--- src/rtl/spu_stall_sched_pkg.sv ---
// spu_stall_sched_pkg
//   Shared constants for the SPU stall/flush scheduler.
//   - Stage bit indices into the [0:12] hold/kill vectors (12 = PC ... 7 = WR).
//   - Stall encodings for each request source and the branch-redirect kill vector.
//   - Miss-tracking FSM state type.
package spu_stall_sched_pkg;

  localparam logic RST_ENABLE = 1'b1;
  localparam logic STOP       = 1'b1;

  // Stage positions inside a logic [0:12] vector (index 12 is the rightmost bit)
  localparam int STAGE_PC  = 12;
  localparam int STAGE_IF  = 11;
  localparam int STAGE_ID  = 10;
  localparam int STAGE_EX  = 9;
  localparam int STAGE_MEM = 8;
  localparam int STAGE_WR  = 7;

  localparam logic [0:12] STALL_NONE = 13'b0000000000000;
  localparam logic [0:12] STALL_EX   = 13'b0000000001111;  // PC, IF, ID, EX
  localparam logic [0:12] STALL_ID   = 13'b0000000000111;  // PC, IF, ID
  localparam logic [0:12] STALL_MISS = 13'b0000000000011;  // PC, IF
  localparam logic [0:12] STALL_DH   = 13'b0000000001000;  // EX only
  localparam logic [0:12] FLUSH_BR   = 13'b0000000000110;  // kill IF, ID

  typedef enum logic {
    ST_IDLE      = 1'b0,
    ST_MISS_WAIT = 1'b1
  } miss_state_e;

endpackage

--- src/rtl/spu_stall_sched_sat_counter.sv ---
// spu_stall_sched_sat_counter
//   Saturating up-counter for performance statistics.
//   Ports: clk, rst (async, active-high), clr (sync clear, beats inc),
//          inc (count enable), count [W-1:0] (holds at all-ones).
module spu_stall_sched_sat_counter #(
  parameter int W = 16
) (
  input  logic         clk,
  input  logic         rst,
  input  logic         clr,
  input  logic         inc,
  output logic [W-1:0] count
);

  logic [W-1:0] count_reg;

  always_ff @(posedge clk or posedge rst) begin
    if (rst) begin
      count_reg <= '0;
    end else if (clr) begin
      count_reg <= '0;
    end else if (inc && !(&count_reg)) begin
      count_reg <= count_reg + W'(1);
    end
  end

  assign count = count_reg;

endmodule

--- src/rtl/spu_stall_sched.sv ---
// spu_stall_sched
//   Merges ID/EX/data-hazard/cache stall requests into the per-stage hold
//   vector, tracks an outstanding I-cache miss, produces branch-redirect
//   kills (deferred while ID is held) and counts stalled cycles.
//   Ports:
//     clk, rst                 clock, async active-high reset
//     stallreq_fr_id/_ex/_dh   stall requests from ID, EX, hazard unit
//     cache_miss, cache_refill_done  miss start / refill complete pulses
//     branch_flush             redirect pulse from EX
//     perf_clr                 synchronous clear of stall_cycles
//     stall, flush [0:12]      hold / kill vectors (12 = PC ... 7 = WR)
//     miss_busy                waiting for refill
//     miss_err                 sticky miss timeout flag
//     stall_cycles [CNT_W]     saturating stalled-cycle count
module spu_stall_sched
  import spu_stall_sched_pkg::*;
#(
  parameter int MISS_TIMEOUT = 64,
  parameter int CNT_W        = 16
) (
  input  logic             clk,
  input  logic             rst,
  input  logic             stallreq_fr_id,
  input  logic             stallreq_fr_ex,
  input  logic             stallreq_dh,
  input  logic             cache_miss,
  input  logic             cache_refill_done,
  input  logic             branch_flush,
  input  logic             perf_clr,
  output logic [0:12]      stall,
  output logic [0:12]      flush,
  output logic             miss_busy,
  output logic             miss_err,
  output logic [CNT_W-1:0] stall_cycles
);

  localparam int MC_W = (MISS_TIMEOUT > 1) ? $clog2(MISS_TIMEOUT) : 1;

  miss_state_e   state_reg;
  logic [MC_W-1:0] miss_cnt_reg;
  logic          flush_pend_reg;
  logic          flush_pend_next;
  logic          miss_err_reg;
  logic          miss_act;
  logic          flush_fire;
  logic [0:12]   stall_raw;

  // The miss holds the front end already in the cache_miss cycle.
  assign miss_act = ((state_reg == ST_IDLE) && cache_miss) || (state_reg == ST_MISS_WAIT);

  always_comb begin
    stall_raw = STALL_NONE;
    if (stallreq_fr_ex) begin
      stall_raw = STALL_EX;
    end else if (stallreq_fr_id == STOP) begin
      stall_raw = STALL_ID;
    end else if (miss_act) begin
      stall_raw = STALL_MISS;
    end else if (stallreq_dh) begin
      stall_raw = STALL_DH;
    end
  end

  // A redirect cannot kill IF/ID while ID is frozen; it waits, and further
  // redirects while waiting collapse into the same single kill.
  assign flush_fire = (branch_flush || flush_pend_reg) && !stall_raw[STAGE_ID];

  always_comb begin
    flush_pend_next = 1'b0;
    if (stall_raw[STAGE_ID]) begin
      flush_pend_next = flush_pend_reg || branch_flush;
    end
  end

  // Outputs are forced quiet while reset is held.
  assign stall     = (rst == RST_ENABLE) ? STALL_NONE : stall_raw;
  assign flush     = ((rst != RST_ENABLE) && flush_fire) ? FLUSH_BR : STALL_NONE;
  assign miss_busy = (state_reg == ST_MISS_WAIT);
  assign miss_err  = miss_err_reg;

  always_ff @(posedge clk or posedge rst) begin
    if (rst) begin
      state_reg      <= ST_IDLE;
      miss_cnt_reg   <= '0;
      flush_pend_reg <= 1'b0;
      miss_err_reg   <= 1'b0;
    end else begin
      flush_pend_reg <= flush_pend_next;
      case (state_reg)
        ST_IDLE: begin
          // A simultaneous refill_done is meaningless here and is dropped.
          if (cache_miss) begin
            state_reg    <= ST_MISS_WAIT;
            miss_cnt_reg <= '0;
          end
        end
        ST_MISS_WAIT: begin
          miss_cnt_reg <= miss_cnt_reg + MC_W'(1);
          if (cache_refill_done) begin
            state_reg <= ST_IDLE;
          end else if (miss_cnt_reg == MC_W'(MISS_TIMEOUT - 1)) begin
            state_reg    <= ST_IDLE;
            miss_err_reg <= 1'b1;
          end
        end
        default: state_reg <= ST_IDLE;
      endcase
    end
  end

  spu_stall_sched_sat_counter #(
    .W (CNT_W)
  ) u_stall_cnt (
    .clk   (clk),
    .rst   (rst),
    .clr   (perf_clr),
    .inc   (|stall),
    .count (stall_cycles)
  );

endmodule

--- config.mk ---
export PLATFORM = sky130hd
export DESIGN_NAME = spu_stall_sched
export DESIGN_NICKNAME = d
export VERILOG_FILES = /design/src/rtl/spu_stall_sched_pkg.sv /design/src/rtl/spu_stall_sched_sat_counter.sv /design/src/rtl/spu_stall_sched.sv
export SDC_FILE = /design/constraint.sdc
export NUM_CORES = 1
export LEC_CHECK = 0
export CORE_MARGIN = 2
export CORE_UTILIZATION = 47
export CTS_BUF_LIST = sky130_fd_sc_hd__clkbuf_8
export DETAILED_ROUTE_END_ITERATION = 8
export HOLD_SLACK_MARGIN = 0.03
export PLACE_DENSITY = 0.82
export SYNTH_ARGS = -nofsm -noshare
export SYNTH_HDL_FRONTEND = slang
export SYNTH_SLANG_ARGS = --single-unit
--- constraint.sdc ---
create_clock -name clk -period 2.2 [get_ports clk]
set_input_delay 0.33 -clock clk [delete_from_list [all_inputs] [get_ports clk]]
set_output_delay 0.33 -clock clk [all_outputs]
set_load 0.01 [all_outputs]
## Yosys cells after proc, flatten, opt, wreduce, memory -nomap -nowiden

Cells that the tools add are included.
Widths: inputs -> output; s select.

- Register bits after elaboration: 25
- Latch bits: 0
- RAM bits: 0
- ROM bits: 0
- Input port bits: 9
- Output and inout bits: 44
- Logic and storage cells: 39
- Memories kept: 0

- $add $sub $neg: 2
- Multiply operators: 0
- Div/mod/pow operators: 0
- Order comparisons: 0
- Eq/ne operators: 2
- Shifts and indexed selects: 0
- Mux-type cells: 15
- Bitwise operators: 3
- Reduce and logical (&&, ||, !) cells: 12

Operator list:

| kind | count |
|---|---|
| $mux 13 | 3 |
| $mux 16 | 2 |
| $add 16x1->16 const B | 1 |
| $reduce_and 16->1 | 1 |
| $reduce_or 13->1 | 1 |
| $pmux 6 s2 | 1 |
| $mux 4 | 2 |
| $add 6x1->6 const B | 1 |
| $eq 6x6->1 const B | 1 |
| $mux 6 | 1 |
| $logic_and 1x1->1 | 4 |
| $mux 1 | 4 |
| $mux 3 | 1 |
| $not 1->1 | 3 |
| $reduce_and 3->1 | 1 |
| $logic_not 1->1 | 2 |
| $logic_or 1x1->1 | 2 |
| $ne 2x2->1 const B | 1 |
| $pmux 1 s2 | 1 |
| $reduce_bool 2->1 | 1 |

## Longest topological paths before layout

Gate-level depths: netlist of the first run.

- Depth after elaboration: 11
- Mapped depth: 6
- Mapped depth without buffers: 5

## By module

A second synthesis of the first run with hierarchy kept.

- Cells, all modules: 177
- Area, all modules: 1581.5 um^2

Modules (own cells, without submodules):

| module | instances | cells an instance | area an instance (um^2) | sequential area each (um^2) |
|---|---|---|---|---|
| spu_stall_sched_sat_counter | 1 | 104 | 922.1 | 400.4 |
| spu_stall_sched | 1 | 73 | 659.4 | 225.2 |

## Least setup slack after synthesis of the first run

No wires, ideal clock.

- Kind: in2reg
- Start point: input rst
- End point: register u_stall_cnt.count_reg[5], in the netlist u_stall_cnt.count[5]
- Library setup time: 78 ps
- Arrival: 1748 ps
- Required time: 2122 ps
- Setup slack: 374 ps
- Stages: 4
- Buffers on the path: 0
- Cell sequence: inv_1 > o21ai_2 > or4_1 > a21oi_1

- Longest elaborated chain between the ends: 4

Ends and longest elaborated chain:

| item | RTL line | text |
|---|---|---|
| start, declared | spu_stall_sched.sv:22 | `input logic rst,` |
| $mux 13 | spu_stall_sched.sv:76 | `assign stall = (rst == RST_ENABLE) ? STALL_NONE : stall_raw;` |
| $reduce_or 13->1 | spu_stall_sched.sv:117 | `.inc (\|stall),` |
| $logic_and 1x1->1 | spu_stall_sched_sat_counter.sv:22 | `end else if (inc && !(&count_reg)) begin` |
| $reduce_bool 2->1 (no line) | - |  |
| end signal, assigned | spu_stall_sched_sat_counter.sv:23 | `count_reg <= count_reg + W'(1);` |
| end, declared | spu_stall_sched_sat_counter.sv:15 | `logic [W-1:0] count_reg;` |

Every way passes these cells.
A chain may end at the register's enable or synchronous reset.

## Worst setup path after layout of the first run

- Start point: input stallreq_fr_ex
- End point: output flush[11] in the netlist's numbering

- Longest elaborated chain between the ends: 5

Ends and longest elaborated chain:

| item | RTL line | text |
|---|---|---|
| start, declared | spu_stall_sched.sv:24 | `input logic stallreq_fr_ex,` |
| $mux 13 | spu_stall_sched.sv:53 | `if (stallreq_fr_ex) begin` |
| $logic_not 1->1 | spu_stall_sched.sv:66 | `assign flush_fire = (branch_flush \|\| flush_pend_reg) && !stall_raw[STAGE_ID];` |
| $logic_and 1x1->1 | spu_stall_sched.sv:66 |  |
| $logic_and 1x1->1 | spu_stall_sched.sv:77 | `assign flush = ((rst != RST_ENABLE) && flush_fire) ? FLUSH_BR : STALL_NONE;` |
| $mux 3 | spu_stall_sched.sv:77 |  |
| end, declared | spu_stall_sched.sv:31 | `output logic [0:12] flush,` |

Every way passes these cells.

==> results of run 1 <==
-- power by group --
group / internal (uW) / switching [uW] / leakage (uW)
clock network: 127 / 143 / 0.0000255
logic: 76.2 / 89.0 / 0.000425
registers: 487 / 26.1 / 0.000335
total: 690 / 258 / 0.000785
-- through the flow --
stage | hold slack (ns) | cells | setup WS [ns] | area, um^2
2_1_floorplan | 0.382 | 188 | 0.374 | 1660
3_3_place_gp | 0.456 | 250 | 0.0444 | 1920
3_5_place_dp | 0.464 | 250 | 0.0136 | 1920
4_1_cts | 0.486 | 254 | 0.0445 | 1970
5_1_grt | 0.530 | 254 | 0.0364 | 1970
6_report | 0.478 | 254 | 0.121 | 1970
-- worst paths after layout --
kind	endpoint	slack (ns)	cells past startpoint
setup / recovery	flush[11]	0.12	4
hold / removal	miss_err$_DFFE_PP0P_	0.48	2
setup reg to reg	u_stall_cnt.count[2]$_DFFE_PP0P_	0.32	5
hold reg to reg	miss_err$_DFFE_PP0P_	0.48	2
max in group asynchronous	u_stall_cnt.count[14]$_DFFE_PP0P_	1.28	4
min in group asynchronous	u_stall_cnt.count[1]$_DFFE_PP0P_	0.67	4
-- logic make-up after synthesis --
group	share of synthesized area, %
buf+inv	13.0
other cells	0.237
flops	39.5
simple gates	23.9
fa+ha+maj	1.58
mux	1.42
xor+xnor	0.553
compound gates	19.8
-- repair_timing --
item | in CTS | in global routing
endpoints found under the setup margin | 0 | 2
setup buffers | 0 | 0
gates resized for setup | 0 | 1
-- cell type report --
cell class                      instances  area (um^2)  share of cell area [%]
Timing Repair Buffer                   42          395                    20.0
Inverter                                5         18.8                   0.951
Sequential cell                        25          626                    31.7
Clock inverter                          1         5.00                   0.254
Tap cell                               46         57.6                    2.92
Multi-Input combinational cell        132          830                    42.0
Clock buffer                            3         41.3                    2.09
-- synthesized netlist by cell type, types with 2 or more instances --
| library cell | instances | area share [%] |
|---|---|---|
| dfrtp_1 | 25 | 39 |
| buf_4 | 24 | 11 |
| a21oi_1 | 13 | 4.1 |
| nand2_1 | 10 | 2.4 |
| nand3_1 | 10 | 3.2 |
| o31ai_1 | 10 | 4.7 |
| or4_1 | 9 | 4.3 |
| nor2_1 | 8 | 1.9 |
| o21ai_0 | 8 | 2.5 |
| inv_1 | 5 | 1.2 |
| nand2b_1 | 4 | 1.6 |
| nand4_1 | 4 | 1.6 |
| and4_1 | 3 | 1.7 |
| clkbuf_1 | 2 | 0.47 |
| ha_1 | 2 | 1.6 |
| nor2b_1 | 2 | 0.79 |
| nor4_1 | 2 | 0.79 |
| o211ai_4 | 2 | 2.7 |
| o21a_1 | 2 | 0.95 |
| o21ai_1 | 2 | 0.63 |
| or3_1 | 2 | 0.79 |
-- tightest hold or removal path, delay by kind of cell, from the launching register on --
family | cells | cell delay, ns
AOI/OAI and AO/OA | 1 | 0.05
buffers and inverters | 1 | 0.04
DFF | 1 | 0.36
-- metal layers --
metal  track usage, %  routed length, um  vias to the layer above
li1                 -                  -                      675
met1             23.3               1460                      642
met2             29.2               1550                       42
met3             5.18                191                        0
met4             3.65                  0                        0
met5                0                  0                        -
==> results_dict.tcl, run 1 <==
set metrics [dict create \
    outcome "finished clean" \
    r2r-start "u_stall_cnt.count[0]$_DFFE_PP0P_" \
    rows 21 \
    crit_type "in -> out" \
    largest_register_ff_count 16 \
    detail-route-antenna-nets 0 \
    diodes 0 \
    min_path_type "reg -> reg" \
    finalSetupTns_ns 0 \
    crit_arrival_ns 1.75 \
    vias 1359 \
    drt-pass1-iter-count 4 \
    fin_crit_sh_pct 94.5 \
    hpwl_um 2450 \
    clock_skew_ns 0.00802 \
    p_per_area_mw_per_mm2 480 \
    syn2layout_area_growth_pct 24.6 \
    finalSetupViolCount 0 \
    leakage_uw 0.000785 \
    root_buffer "clkbuf_8" \
    vdd_drop_max_mv 0.385 \
    hold_viol_final 0 \
    crit_family "buffers and inverters" \
    worst_setup_path_start_kind "primary input" \
    cp_slowest_cell "clkdlybuf4s50_1" \
    initial_utilization_pct 48.2 \
    fillCellCount 293 \
    cts_buffers 3 \
    path_cells "clkdlybuf4s50_1 > buf_4 > nor4_2 > clkdlybuf4s50_1" \
    fin_util_pct 60.1 \
    worstPathMaxFanout 3 \
    most-common-layout-cells "32 x clkdlybuf4s50_1, 25 x dfrtp_1, 20 x conb_1, 13 x a21oi_1" \
    drc 0 \
    track_usage_pct 17.7 \
    antenna_found_initial 0 \
    worst_pin_slew_ns 0.700 \
    slew_headroom_pct 53.0 \
    port_buffers 32 \
    slew_violations 0 \
    synth-edff-count 0 \
    numClockSinks 25 \
    grt_pass1_wl_um 5100 \
    viasPerCell 5.35 \
    cts_hold_buf 0 \
    ys.flop_type "dfrtp_1" \
    final_nets 220 \
    finalPower_uw 947 \
    synth.distinct_cells 41 \
    drv_cap 0 \
    core_area_mm2 0.00328 \
    fmax_mhz 481 \
    critPathMaxStageDelay_ns 0.59 \
    critPathBufInv 3 \
    rsz0062_at_grt "no" \
    mappedNetlistArea_mm2 0.00158 \
    synth.avg_cell_area_um2 9.37 \
    syn_inst 169 \
    drt-wirelength-per-cell_um 12.6 \
    wirelength_um 3190 \
    cp_common_cell "clkdlybuf4s50_1" \
    hold_start "miss_err$_DFFE_PP0P_" \
    ios 53 \
    final_common_cell "clkdlybuf4s50_1" \
    cts_tree "done" \
    yosys_warnings 0 \
    gp_routability_congestion 0.855 \
    insertion_delay_ns 0.27 \
    crit_start "stallreq_fr_ex" \
    end_kind "output pin" \
    drtIter0Drc 52 \
    clk_pin_slew_worst_paths_ns 0.09 \
    grt_pass1_vias 1160 \
    die_h_um 62.1 \
    die-area_mm2 0.00385 \
    ys_ff_latch 25 \
    fp.dieW_um 62.1 \
    overflow 0 \
    grt_max_degree 18 \
    ys_seq_area_share_pct 39.5 \
    ys_async_sr_fraction_pct 100 \
    cts_htree_levels 1 \
    drive_gt1_share_pct 12.0 \
    cts_buffer_depth 2 \
    critical_path_required_ns 1.87 \
    fin_crit_ns 2.08 \
]
(Power assumes the default switching activity.)
==> inputs of run 2 (changes only) <==
--- a/config.mk
+++ b/config.mk
@@ -6,11 +6,11 @@
 export NUM_CORES = 1
 export LEC_CHECK = 0
 export CORE_MARGIN = 2
-export CORE_UTILIZATION = 47
+export CORE_UTILIZATION = 40
 export CTS_BUF_LIST = sky130_fd_sc_hd__clkbuf_8
 export DETAILED_ROUTE_END_ITERATION = 8
 export HOLD_SLACK_MARGIN = 0.03
-export PLACE_DENSITY = 0.82
+export PLACE_DENSITY = 0.71
 export SYNTH_ARGS = -nofsm -noshare
 export SYNTH_HDL_FRONTEND = slang
 export SYNTH_SLANG_ARGS = --single-unit
==> run 2 against run 1 <==
Global-route usage shrank 1.9 points. Clock power grew 4%. First-iteration DRC count grew 85%. Non-clock buffer count grew 3. Critical path depth is the same. Critical endpoint unchanged. Via count is essentially flat. Maximum frequency shrank 0.27%. Clock skew grew 0.0060 ns. Count of clock-buffer cells in the layout is the same. Largest power group unchanged. Wire length grew 1.6%. Sequential power is essentially flat. Die area grew 16%.
==> results_dict.tcl, run 2 (same netlist as run 1, synthesis figures left out) <==
set metrics [dict create \
    largest_register_ff_count 16 \
    end_kind "output pin" \
    cts_tree "done" \
    clock_skew_ns 0.0140 \
    crit_type "in -> out" \
    grt_use_met1_pct 20.4 \
    drc 0 \
    r2r-start "u_stall_cnt.count[0]$_DFFE_PP0P_" \
    hold_start "miss_err$_DFFE_PP0P_" \
    fillCellCount 357 \
    fp.dieW_um 66.9 \
    most-common-layout-cells "32 x clkdlybuf4s50_1, 25 x dfrtp_1, 20 x conb_1, 13 x a21oi_1, 13 x buf_4" \
    busiest_layer "met2" \
    crit_arrival_ns 1.75 \
    netSwitchingPower_uw 267 \
    syn2layout_area_growth_pct 26.3 \
    detail-route-antenna-nets 0 \
    leakage_uw 0.000797 \
    gp_routability_congestion 0.784 \
    rsz0062_at_grt "no" \
    root_buffer "clkbuf_8" \
    grt_pass1_vias 1208 \
    worst_r2r_endpoint "u_stall_cnt.count[2]$_DFFE_PP0P_" \
    p_clk_share_pct 29.1 \
    drt-pass1-iter-count 4 \
    viasPerCell 5.25 \
    fin_util_pct 53.4 \
    insertion_delay_ns 0.27 \
    drive_gt1_share_pct 13.3 \
    cts_buffer_depth 2 \
    antenna_found_initial 0 \
    clk_pin_slew_worst_paths_ns 0.08 \
    worstRegToRegCells 5 \
    outcome "finished clean" \
    initial_utilization_pct 42.3 \
    cts_buffers 3 \
    fmax_mhz 480 \
    critical_path_required_ns 1.87 \
    swShare_pct 27.8 \
    r2r_slack_ns 0.34 \
    met2_usage_pct 25.9 \
    die-area_mm2 0.00448 \
    final_nets 223 \
    finalSetupViolCount 0 \
    min_path_type "reg -> reg" \
    overflow 0 \
    drv_cap 0 \
    p_int_uw 692 \
    worstPathMaxFanout 3 \
    port_buffers 32 \
    finalSetupTns_ns 0 \
    drt-wirelength-per-cell_um 12.5 \
    use_met3_pct 5.07 \
    fin_crit_ns 2.08 \
    wirelength_um 3240 \
    ios 53 \
    vias 1360 \
    hpwl_um 2480 \
    hold_end "miss_err$_DFFE_PP0P_" \
    post-cts-setup-buffers 0 \
    core_area_mm2 0.00374 \
    rows 22 \
    final_common_cell "clkdlybuf4s50_1" \
    drtIter0Drc 96 \
    numClockSinks 25 \
    cts_htree_levels 1 \
    vdd_drop_max_mv 0.578 \
    hold_viol_final 0 \
    power_frac_comb_pct 17.4 \
    die_h_um 66.9 \
    diodes 0 \
    grt_max_degree 16 \
    track_usage_pct 15.9 \
    p_per_area_mw_per_mm2 480 \
    whs_path_depth 2 \
    slew_violations 0 \
    fin_crit_sh_pct 94.8 \
    seqPwrFrac_pct 53.5 \
    worst_setup_path_start_kind "primary input" \
    grt_pass1_wl_um 5380 \
]
## run 2: worst max-delay path by stage
stage,slack [ns],from,cells after the start,endpoint
detailed placement,0.01,stallreq_fr_ex,6,u_stall_cnt.count[12]$_DFFE_PP0P_
global placement,0.04,stallreq_fr_ex,6,u_stall_cnt.count[12]$_DFFE_PP0P_
global route,0.009,stallreq_fr_ex,5,stall[12]
floorplan,0.37,rst,4,u_stall_cnt.count[5]$_DFFE_PP0P_
finish,0.12,stallreq_fr_ex,4,flush[11]
CTS,0.06,stallreq_fr_ex,4,flush[10]
## run 2: what timing repair did
item | CTS | global route
hold buffers | 0 | 0
endpoints found under the setup margin | 0 | 2
gates resized for setup | 0 | 1
## run 2: power groups by stage
stage / sequential, uW / clock [uW] / combinational, uW
after floorplan: 519 / 0 / 120
after global placement: 522 / 0 / 165
after detailed placement: 522 / 0 / 167
after CTS: 514 / 293 / 167
after global routing: 518 / 314 / 185
final: 513 / 279 / 167
## run 2: area by class of cell
type	instances	area (um^2)	share of cell area, %
flip-flops and latches	25	626	31.3
repair buffers	45	418	20.9
inverters	5	18.8	0.938
clock buffers	3	41.3	2.06
multi-input cells	132	830	41.5
well taps	48	60.1	3.00
clock inverters	1	7.51	0.375
## run 2: worst max-delay path, cell delays in order
cell	delay (ns)
clkdlybuf4s50_1	0.41
buf_4	0.15
nor4_2	0.28
clkdlybuf4s50_1	0.59
## run 2: layer usage
layer  vias up  part of all wire (%)
met2        37                    48
li1        685                     -
met3         2                   7.3
met4         0                  0.59
met1       636                    44
met5         -                     0
## run 2: per-stage QoR
stage          cells  total power [uW]  cell area, um^2  setup WS (ns)  hold WS [ns]
6_report         259               959             2000          0.115         0.482
5_1_grt          259              1020             2000        0.00927         0.534
4_1_cts          259               973             1990         0.0554         0.490
3_5_place_dp     255               689             1950         0.0146         0.468
3_3_place_gp     255               687             1950         0.0385         0.453
2_1_floorplan    188               639             1660          0.374         0.382
==> inputs of run 3 (changes only) <==
--- a/config.mk
+++ b/config.mk
@@ -8,9 +8,10 @@
 export CORE_MARGIN = 2
 export CORE_UTILIZATION = 40
 export CTS_BUF_LIST = sky130_fd_sc_hd__clkbuf_8
+export CTS_CLUSTER_SIZE = 28
 export DETAILED_ROUTE_END_ITERATION = 8
 export HOLD_SLACK_MARGIN = 0.03
-export PLACE_DENSITY = 0.71
+export PLACE_DENSITY = 0.74
 export SYNTH_ARGS = -nofsm -noshare
 export SYNTH_HDL_FRONTEND = slang
 export SYNTH_SLANG_ARGS = --single-unit
==> constraint.sdc (replaced) <==
create_clock -name clk -period 1.82 [get_ports clk]
set_input_delay 0.273 -clock clk [delete_from_list [all_inputs] [get_ports clk]]
set_output_delay 0.273 -clock clk [all_outputs]
set_load 0.01 [all_outputs]
==> run 3 against run 2 <==
Combinational power rose by 32%. Wire length rose by 15%. Via count rose by 8.6%. Sequential cell count did not move. Global-route usage rose by 1.0 points. Critical endpoint is now u_stall_cnt.count[12]$_DFFE_PP0P_. Critical path type is now in -> reg. Setup slack got worse by 0.056 ns. Sequential share of layout area fell by 2.5 points. Final cell count rose by 6.9%. First-iteration DRC count fell by 29%.
==> results_dict.tcl, run 3 (same netlist as run 1, synthesis figures left out) <==
set metrics [dict create \
    cts_hold_buf 0 \
    wirelength_um 3720 \
    vdd_drop_max_mv 0.503 \
    drt-wirelength-per-cell_um 13.4 \
    seqPwrFrac_pct 52.6 \
    root_buffer "clkbuf_8" \
    initial_utilization_pct 42.3 \
    finalSetupViolCount 0 \
    critPathMaxStageDelay_ns 0.54 \
    finalPower_uw 1180 \
    fin_crit_ns 1.76 \
    rows 22 \
    hpwl_um 2780 \
    numClockSinks 25 \
    cp_slowest_cell "or4_4" \
    end_kind "register" \
    most-common-layout-cells "27 x buf_4, 25 x dfrtp_1, 25 x clkdlybuf4s50_1, 20 x conb_1, 13 x a21oi_1" \
    worst_setup_path_start_kind "primary input" \
    diodes 0 \
    insertion_delay_ns 0.27 \
    path_cells "clkdlybuf4s50_1 > or4_4 > buf_6 > o211ai_4 > buf_6 > nor4_1 > o21a_1" \
    gp_routability_congestion 0.798 \
    slew_violations 0 \
    netSwitchingPower_uw 334 \
    met2_usage_pct 30.0 \
    r2r_slack_ns 0.09 \
    antenna_found_initial 0 \
    grt_max_degree 16 \
    vias 1477 \
    core_area_mm2 0.00374 \
    viasPerCell 5.33 \
    track_usage_pct 16.9 \
    power_frac_comb_pct 18.7 \
    drv_cap 0 \
    drc 0 \
    worstPathMaxFanout 5 \
    grt_use_met1_pct 21.9 \
    syn2layout_area_growth_pct 37.4 \
    final_nets 241 \
    p_clk_share_pct 28.7 \
    fmax_mhz 568 \
    detail-route-antenna-nets 0 \
    fp.dieW_um 66.9 \
    dp_slack_ns -0.288 \
    setup_ws_ns 0.0593 \
    p_int_uw 843 \
    cts_tree "done" \
    fillCellCount 361 \
    clock_skew_ns 0.00689 \
    largest_register_ff_count 16 \
    crit_arrival_ns 1.93 \
    grt_pass1_vias 1326 \
    final_area_mm2 0.00218 \
    final_common_cell "buf_4" \
    die_h_um 66.9 \
    ios 53 \
    cts_buffers 3 \
    min_path_type "in -> async" \
    overflow 0 \
    use_met3_pct 3.04 \
    swShare_pct 28.4 \
    dpl_cell_area_mm2 0.00205 \
    busiest_layer "met2" \
    fin_crit_sh_pct 96.7 \
    cts_htree_levels 1 \
    drt-pass1-iter-count 4 \
    cp_common_cell "buf_6" \
    finalSetupTns_ns 0 \
    crit_type "in -> reg" \
    outcome "finished clean" \
    grt_pass1_wl_um 5900 \
    leakage_uw 0.000911 \
    clk_pin_slew_worst_paths_ns 0.10 \
    p_per_area_mw_per_mm2 541 \
    hold_viol_final 0 \
    cts_buffer_depth 2 \
    critical_path_required_ns 1.99 \
    port_buffers 32 \
    die-area_mm2 0.00448 \
    drive_gt1_share_pct 22.7 \
    drtIter0Drc 68 \
]
-- run 3: cell count changes in the layout (fill, tap and decap cells not counted), moves of 3 or more --
cell / change
dlygate4sd2_1: +7
buf_4: +14
clkdlybuf4s50_1: -7
buf_6: +3
-- run 3: critical path, delay by kind of cell --
| family | cells | cell delay [ns] |
|---|---|---|
| buffers and inverters | 3 | 0.71 |
| AND/OR/NAND/NOR | 2 | 0.59 |
| AO/OA/AOI/OAI | 2 | 0.35 |
-- run 3: final cells by class --
cell class | count | area [um^2] | share of cell area [%]
inverters | 5 | 18.8 | 0.862
flip-flops and latches | 25 | 626 | 28.7
clock inverters | 1 | 7.51 | 0.345
well taps | 48 | 60.1 | 2.76
multi-input cells | 133 | 876 | 40.2
clock buffers | 3 | 41.3 | 1.90
repair buffers | 62 | 548 | 25.2
-- run 3: path summary, 6_finish.rpt --
path / startpoint / to / cells after the start
min in group clk: miss_err$_DFFE_PP0P_ / miss_err$_DFFE_PP0P_ / 2
min reg2reg: miss_err$_DFFE_PP0P_ / miss_err$_DFFE_PP0P_ / 2
max in group asynchronous: rst / miss_cnt_reg[0]$_DFFE_PP0P_ / 3
min: rst / u_stall_cnt.count[12]$_DFFE_PP0P_ / 3
max reg2reg: miss_busy$_DFF_PP0_ / u_stall_cnt.count[12]$_DFFE_PP0P_ / 6
max: stallreq_fr_ex / u_stall_cnt.count[12]$_DFFE_PP0P_ / 7
-- run 3: stage by stage --
stage | hold WS (ns) | instances | util, %
after floorplan | 0.325 | 188 | -
after global placement | 0.456 | 269 | 54.8
after detailed placement | 0.451 | 269 | 54.8
after CTS | 0.288 | 273 | 56.1
after global routing | 0.359 | 277 | 58.2
final | 0.325 | 277 | 58.2
-- run 3: power groups by stage --
stage               Combinational (uW)  Clock (uW)  Sequential (uW)
floorplan                          146           0              627
global placement                   213           0              626
detailed placement                 218           0              627
CTS                                215         348              617
global route                       244         373              624
finish                             220         338              619
-- run 3: routing by layer --
metal | vias to the layer above | share of wire (%)
met1 | 729 | 46
met4 | 0 | 0
met5 | - | 0
met2 | 35 | 49
met3 | 0 | 5.1
li1 | 713 | -
-- run 3: timing repair --
action                     in CTS  in global routing
gates cloned                    0                  1
pin swaps                       0                  3
buffers inserted                0                  3
setup endpoints to repair       6                 13
resized for setup               9                 12
==> patch: new RTL, flow settings as in run 3 <==
The package constant `RST_ENABLE` goes from 1'b1 to 1'b0.
--- a/src/rtl/spu_stall_sched_pkg.sv
+++ b/src/rtl/spu_stall_sched_pkg.sv
@@ -5,7 +5,7 @@
 //   - Miss-tracking FSM state type.
 package spu_stall_sched_pkg;
 
-  localparam logic RST_ENABLE = 1'b1;
+  localparam logic RST_ENABLE = 1'b0;
   localparam logic STOP       = 1'b1;
 
   // Stage positions inside a logic [0:12] vector (index 12 is the rightmost bit)
Function: changed (Yosys sat finds a counterexample within 4 cycles, from zero or initial values and one cycle with rst high).
==> patch against run 3 <==
  * The run now ends with setup timing left
  * Total power rose by 1.6%
  * Critical endpoint unchanged
  * Synthesized area rose by 1.3%
  * Design area rose by 3.3%
  * Wire length fell by 0.22%
  * Cell count rose by 4.3%
  * Sequential cell count did not move
  * First-iteration DRC count fell by 19%
  * Worst setup slack got worse by 0.073 ns
==> patch: results (changes against run 3) <==
Parameter                              Value

Status
  Outcome    complete, but fails checks (was finished, final reports clean)
  Violations in the final reports    setup timing

Pwr
  Net Sw Power    345 µW (was 334 µW)
  Cell Pwr Density    532 nW/µm² (was 541 nW/µm²)
  Comb power frac    19.5% (was 18.7%)
  Clock network fraction of total power    28.8% (was 28.7%)
  IR Drop Worst-Case VDD    0.000355 V (was 0.000503 V)
  Leakage power summed over all cells    0.978 nW (was 0.911 nW)

Clocking
  Count of instances resized after the clock tree is built    7 (was 9)
  Buffers inserted by post-CTS timing repair    1 (was 0)

STA
  Max Clock Skew    0.00469 ns (was 0.00689 ns)
  Worst Slack Setup Final    -0.0134 ns (was 0.0593 ns)
  # setup viols final    1 (was 0)

Setup path
  Worst Reg-to-Reg Cells    5 (was 6)
  Beginning of the critical path    miss_busy (was stallreq_fr_ex)
  Kind of cell adding the most delay to the critical path    simple AND/OR/NAND/NOR gates (was buffers and inverters)
  Crit path arrival time    2.00 ns (was 1.93 ns)

Synthesis
  Warnings from Yosys    0 (unchanged)
  Share of the synthesized area in compound gates (AO/OA/AOI/OAI)    14.9% (was 19.8%)
  Post-synthesis adder-cell area fraction    1.56% (was 1.58%)
  Top cell types by occurrence after synthesis    sky130_fd_sc_hd__dfrtp_1, sky130_fd_sc_hd__buf_4, sky130_fd_sc_hd__nor2_1, sky130_fd_sc_hd__a21oi_1 (was sky130_fd_sc_hd__dfrtp_1, sky130_fd_sc_hd__buf_4, sky130_fd_sc_hd__a21oi_1)
  Mux cell area share after synthesis    4.21% (was 1.42%)
  Area share of xor/xnor cells in the synthesized design    0.546% (was 0.553%)
  Main synth FF type    sky130_fd_sc_hd__dfrtp_1 (unchanged)
  Leading post-synthesis cells by cell area    sky130_fd_sc_hd__dfrtp_1, sky130_fd_sc_hd__buf_4, sky130_fd_sc_hd__o31ai_1 (unchanged)
  Sequential-to-total area share from yosys stat    39.0% (was 39.5%)
  Distinct cells, synth    37 (was 41)

Finish
  Final net count    251 (was 241)
  Fill cell total of the finished layout    362 (was 361)
  Count of plain and timing-repair buffers in the layout    69 (was 62)
  Non-clock inverter instance count of the final layout    6 (was 5)
  Proportion of cell area occupied by multi-input gates    39.7% (was 40.2%)
  Fraction of layout instances using a drive strength above 1    28.5% (was 22.7%)
  Relative area of non-clock buffer cells in the final design    26.6% (was 25.2%)
  Clock-cell share of area    2.06% (was 2.24%)
  Sequential Area    627 µm² (was 626 µm²)
  Seq_cells    25 (unchanged)

Placed design
  Detail Placement HPWL    2750 µm (was 2780 µm)
  Gp weighted congestion    0.787 (was 0.798)
  Post-placement worst setup slack    -0.282 ns (was -0.288 ns)

GRT
  Overall track demand over capacity in global routing    17.3% (was 16.9%)
  First-pass GRT wire length    5980 µm (was 5900 µm)

Detailed routing
  Total wirelength of the detailed-routed design    3710 µm (was 3720 µm)
  Initial DRC Count    55 (was 68)
  Total number of vias    1458 (was 1477)
-- patch: worst min-delay path by stage --
stage | endpoint | slack, ns
global route | flush_pend_reg | 0.39
global placement | miss_err | 0.47
floorplan | flush_pend_reg | 0.34
detailed placement | miss_err | 0.46
finish | flush_pend_reg | 0.38
CTS | flush_pend_reg | 0.36
-- patch: through the flow --
| stage | hold WS, ns | cells | util [%] | area (µm²) | setup TNS, ns |
|---|---|---|---|---|---|
| after floorplan | 0.335 | 193 | - | 1690 | 0 |
| after global routing | 0.394 | 289 | 57.0 | 2250 | -0.0966 |
| final | 0.382 | 289 | 57.0 | 2250 | -0.0134 |
| after CTS | 0.363 | 283 | 54.6 | 2150 | 0 |
| after detailed placement | 0.463 | 278 | 53.4 | 2110 | -4.65 |
| after global placement | 0.473 | 278 | 53.4 | 2110 | -4.46 |
-- patch: metal layers --
metal  routed length [µm]  GRT usage (%)  share of wire [%]
met2                 1990           32.3                 54
met4                   24           6.63               0.65
met3                  106           2.83                2.9
met5                    0              0                  0
met1                 1590           19.7                 43
